===== config.mk =====
export PLATFORM = sky130hd
export DESIGN_NAME = cordic
export DESIGN_NICKNAME = d
export VERILOG_FILES = /design/src/rtl/cordic.sv
export SDC_FILE = /design/constraint.sdc
export NUM_CORES = 1
export LEC_CHECK = 0
export ABC_AREA = 1
export CORE_ASPECT_RATIO = 1.4
export CORE_UTILIZATION = 49
export DETAILED_ROUTE_END_ITERATION = 7
export PLACE_DENSITY = 0.69
export SETUP_SLACK_MARGIN = 0.02
export SLEW_MARGIN = 25
export SYNTH_ARGS = -nofsm -noshare
export SYNTH_HDL_FRONTEND = slang
export SYNTH_SLANG_ARGS = --single-unit

===== constraint.sdc =====
create_clock -name clk -period 3.85 [get_ports clk]
set_input_delay 0.5775 -clock clk [delete_from_list [all_inputs] [get_ports clk]]
set_output_delay 0.5775 -clock clk [all_outputs]
set_load 0.01 [all_outputs]

===== src/rtl/cordic.sv =====
// Iterative rotation-mode CORDIC: sine/cosine of a signed 2.14 angle, one micro-rotation per clock.
// Results are registered and held until the next computation completes.
module cordic #(
  parameter int unsigned ITERATIONS = 15
) (
  input  logic        clk,
  input  logic        rst,
  input  logic [15:0] angle,
  input  logic        start,
  output logic        done,
  output logic [15:0] sine,
  output logic [15:0] cosine,
  output logic [2:0]  state
);

  typedef enum logic [2:0] {
    StIdle   = 3'd0,
    StLoad   = 3'd1,
    StRotate = 3'd2,
    StDone   = 3'd3
  } state_e;

  localparam logic signed [17:0] KGain  = 18'sd9949;
  localparam logic [3:0]         LastIt = 4'(ITERATIONS - 1);

  state_e            state_q, state_d;
  logic signed [17:0] x_q, x_d, y_q, y_d, z_q, z_d;
  logic [3:0]         i_q, i_d;
  logic [15:0]        ang_q, ang_d;
  logic [15:0]        sine_q, sine_d, cosine_q, cosine_d;
  logic signed [17:0] x_sh, y_sh, atan_i;

  function automatic logic signed [17:0] atan_lut(input logic [3:0] idx);
    unique case (idx)
      4'd0:    atan_lut = 18'sd12868;
      4'd1:    atan_lut = 18'sd7596;
      4'd2:    atan_lut = 18'sd4014;
      4'd3:    atan_lut = 18'sd2037;
      4'd4:    atan_lut = 18'sd1023;
      4'd5:    atan_lut = 18'sd512;
      4'd6:    atan_lut = 18'sd256;
      4'd7:    atan_lut = 18'sd128;
      4'd8:    atan_lut = 18'sd64;
      4'd9:    atan_lut = 18'sd32;
      4'd10:   atan_lut = 18'sd16;
      4'd11:   atan_lut = 18'sd8;
      4'd12:   atan_lut = 18'sd4;
      4'd13:   atan_lut = 18'sd2;
      4'd14:   atan_lut = 18'sd1;
      default: atan_lut = 18'sd0;
    endcase
  endfunction

  always_comb begin
    state_d  = state_q;
    x_d      = x_q;
    y_d      = y_q;
    z_d      = z_q;
    i_d      = i_q;
    ang_d    = ang_q;
    sine_d   = sine_q;
    cosine_d = cosine_q;
    x_sh     = x_q >>> i_q;
    y_sh     = y_q >>> i_q;
    atan_i   = atan_lut(i_q);

    case (state_q)
      StIdle: begin
        if (start) begin
          ang_d   = angle;
          state_d = StLoad;
        end
      end
      StLoad: begin
        x_d     = KGain;
        y_d     = '0;
        z_d     = {{2{ang_q[15]}}, ang_q};
        i_d     = '0;
        state_d = StRotate;
      end
      StRotate: begin
        // Rotate towards z = 0; both updates use the pre-rotation x and y.
        if (!z_q[17]) begin
          x_d = x_q - y_sh;
          y_d = y_q + x_sh;
          z_d = z_q - atan_i;
        end else begin
          x_d = x_q + y_sh;
          y_d = y_q - x_sh;
          z_d = z_q + atan_i;
        end
        i_d = i_q + 4'd1;
        if (i_q == LastIt) begin
          cosine_d = x_d[15:0];
          sine_d   = y_d[15:0];
          state_d  = StDone;
        end
      end
      StDone:  state_d = StIdle;
      default: state_d = StIdle;
    endcase
  end

  always_ff @(posedge clk or negedge rst) begin
    if (!rst) begin
      state_q  <= StIdle;
      x_q      <= '0;
      y_q      <= '0;
      z_q      <= '0;
      i_q      <= '0;
      ang_q    <= '0;
      sine_q   <= '0;
      cosine_q <= '0;
    end else begin
      state_q  <= state_d;
      x_q      <= x_d;
      y_q      <= y_d;
      z_q      <= z_d;
      i_q      <= i_d;
      ang_q    <= ang_d;
      sine_q   <= sine_d;
      cosine_q <= cosine_d;
    end
  end

  assign done   = (state_q == StDone);
  assign sine   = sine_q;
  assign cosine = cosine_q;
  assign state  = state_q;

endmodule


==> metrics.md <==
| Metric | Value |
|---|---|
| Synth Cell Area | around 9400 sq um |
| Routed len/inst | 16.9 um |
| Post-route cell area | 12600 sq um |
| Placed Area | 10900 sq um |
| P&R area growth vs syn | 33.7% |
| Detailed Place HPWL | 20.9 mm |
| Placed cell count | 1731 |
| Minimum clock period | 3.87 ns |
| Row cnt | between 50 and 60 |
| Critical path data required time | 4.11 ns |
| TritonCTS clock tree | built |
| Initial antenna violation count | 0 |
| Post-synth EDFFs | 0 |
| Root buffer cell | clkbuf_16 |
| First-pass GRT wire length | approximately 45 mm |
| Worst clock skew | 0.0101 ns |
| Reg2reg end | x_q[17] |
| Synth warn | 0 |
| Final cell count without fillers | roughly 1800 |
| Finish-stage setup viols | 1 |
| Vias in the first global route | 9476 |
| Via Count | 10100 |
| Final Cycle Share | 100% |
| First-iteration detailed-routing DRC count | around 590 |
| Post-synthesis sequential area ratio | 28.6% |
| Fmax | between 200 and 300 MHz |
| Clock Sinks | 108 |
| Inserted Clock Buffers | 9 |
| Grt ovf | 0 |
| Pins over their slew limit | 0 |
| GRT Total Usage | between 20 and 30% |
| Commonest non-fill, non-tap cells in the layout | nand2_1, nand3_1, buf_4 |
| # diodes | 0 |
| R2R cell count | 26 |
| Starting Density | approximately half |
| Flop and latch count out of synthesis | 108 |
| FFs w/ async S/R, synth | 100% |
| Max FO, Critical Path | 5 |
| Die area | around 20000 sq um |
| Crit path launch type | register |
| Commonest non-fill, non-tap cell in the layout | nand2_1 |
| Vias per cell | 5.68 |
| Crit path launch | i_q[0] |
| Setup_tns | -0.0190 ns |
| Critical Path End | x_q[17] |
| RSZ-0062 raised after global routing | true |
| Chip width | 119 um |
| DRC | 0 |
| Hold WC Path Type | in -> async |
| Status | complete, but fails checks |
| Critical Path Sink Type | register |
| Reg2Reg Launch Point | i_q[0] |
| Slew @ Worst Pin | 0.755 ns |
| Final hold viol count | 0 |
| Port-buffer cells | 53 |
| Mapped Cells | about 1400 |
| Chip height | 166 um |
| Fraction of layout cells with a size suffix above 1 | around a quarter |
| Data arrival, critical path | 4.13 ns |
| Longest Clk Path Bufs | 2 |
| Drt pass-1 iters | 6 |
| Nets | 1622 |
| Htree depth | 3 |
| Syn nets | 1463 |
| Reg-to-reg slack, setup | -0.02 ns |
| Post-synth top flop | dfrtp_1 |
| Count of different cell masters after synthesis | 51 |
| RePlAce Congestion | roughly 0.95 |
| Slew margin rel. | 49.6% |
| Detail Route Antenna Nets | 0 |
| Violated checks | negative setup slack |
| Mean cell area of the mapped netlist | between 6 and 7 sq um |
| Max cap viols | 0 |
| CP Class | reg -> reg |
| Final WL | 30.2 mm |
| Io pins | 55 |
| Clk slew on worst S/H paths | about 0.080 ns |
| Setup slack at placement | -0.220 ns |
| Core area | 18800 sq um |
| Clock latency on the worst-skew pair | 0.37 ns |
| Largest net degree at the start of global routing | 80 |
| PnR worst setup slack | -0.0190 ns |
==> worst max-delay path, cell delays in order, from the launching register on <==
cell and delay [ns]:
dfrtp_2 0.47, buf_12 0.16, clkbuf_16 0.16, a21oi_1 0.12, o21ai_0 0.13, nand3_1 0.12
nand2_1 0.07, a21oi_2 0.16, buf_4 0.15, ha_4 0.15, nand2_4 0.07, nor2_4 0.10
nand3_2 0.09, o21ai_1 0.16, xnor2_1 0.20, ha_1 0.31, nand2_1 0.16, nor3_2 0.05
buf_4 0.14, buf_4 0.13, a21oi_2 0.13, o311ai_2 0.12, buf_4 0.17, inv_2 0.04
nand2_1 0.05, nand3_2 0.07, nand2_1 0.07
==> logic make-up after synthesis <==
family / after synthesis / share of synthesized area [%]
AOI/OAI and AO/OA: 232 / 14.3
xor gates and xnor gates: 73 / 6.78
adders and majority gates: 68 / 9.26
and+or+nand+nor: 713 / 31.6
muxes: 16 / 1.91
DFF: 108 / 28.6
buffers and inverters: 165 / 7.48
other: 1 / 0.0397
==> per-stage QoR <==
stage                     hold slack [ns]  utilization, %
after floorplan                     0.282               -
final                               0.256            67.3
after CTS                           0.441            60.5
after global routing                0.326            67.3
after global placement              0.457            58.0
after detailed placement            0.460            58.0
==> cell usage after synthesis, types with 2 or more instances <==
| cell type | n | share of area (%) |
|---|---|---|
| a21o_1 | 7 | 0.56 |
| a21oi_1 | 69 | 3.7 |
| a21oi_2 | 4 | 0.37 |
| a22oi_1 | 2 | 0.16 |
| a31oi_1 | 4 | 0.27 |
| buf_1 | 4 | 0.16 |
| buf_2 | 12 | 0.64 |
| buf_4 | 7 | 0.56 |
| buf_6 | 5 | 0.60 |
| clkbuf_1 | 24 | 0.95 |
| dfrtp_1 | 108 | 29 |
| fa_1 | 3 | 0.64 |
| ha_1 | 65 | 8.6 |
| inv_1 | 100 | 4.0 |
| inv_2 | 10 | 0.40 |
| mux2_2 | 16 | 1.9 |
| nand2_1 | 435 | 17 |
| nand3_1 | 165 | 8.8 |
| nand3_2 | 3 | 0.32 |
| nand3b_1 | 2 | 0.16 |
| nand4_1 | 6 | 0.40 |
| nor2_1 | 77 | 3.1 |
| nor2_2 | 7 | 0.46 |
| nor3_1 | 9 | 0.48 |
| nor4_1 | 2 | 0.13 |
| o211ai_1 | 13 | 1.0 |
| o21a_1 | 4 | 0.32 |
| o21ai_0 | 89 | 4.7 |
| o21ai_1 | 7 | 0.37 |
| o21ai_2 | 5 | 0.46 |
| o21bai_1 | 3 | 0.24 |
| o22ai_1 | 9 | 0.60 |
| o311ai_0 | 2 | 0.19 |
| o31ai_1 | 8 | 0.64 |
| or2_2 | 3 | 0.20 |
| xnor2_1 | 31 | 2.9 |
| xor2_1 | 42 | 3.9 |
==> routing by layer <==
metal,global-route usage [%],part of all wire (%),up-vias
met4,13.6,5.4,0
met5,0,0,-
met2,51.6,51,362
li1,-,-,4878
met1,32.8,38,4752
met3,3.91,5.6,130
==> cell type report <==
cell class / instances / area [sq um]
inverter: 113 / 437
timing repair buffer: 200 / 1830
fill: 1653 / 6140
clock buffer: 10 / 229
sequential: 108 / 2710
clock inverter: 4 / 52.6
tap: 244 / 305
multi-input combinational: 1103 / 7060
==> worst min path at each step <==
stage                       start         to  slack (ns)
after detailed placement  sine[2]    sine[2]        0.46
after floorplan               rst   ang_q[0]        0.28
after global placement    sine[2]    sine[2]        0.46
after CTS                     rst  cosine[3]        0.44
after global routing          rst  cosine[3]        0.33
final                         rst  cosine[3]        0.26
==> timing repair <==
item / 4_1_cts / 5_1_grt
gates resized for setup: 36 / 233
hold buffers: 0 / 0
cloned: 1 / 4
setup endpoints to repair: 22 / 48
buffers inserted: 1 / 32
pin swaps: 11 / 88
==> state kept, by name (all words and copies together) (netlist names) <==
name,count
z_q,18
y_q,18
i_q,4
x_q,18
sine,16
cosine,16
state,2
ang_q,16
Power is left out: the tool's default activity adds up to more than one toggle a clock period on the data nets, which glitch-free logic cannot reach.
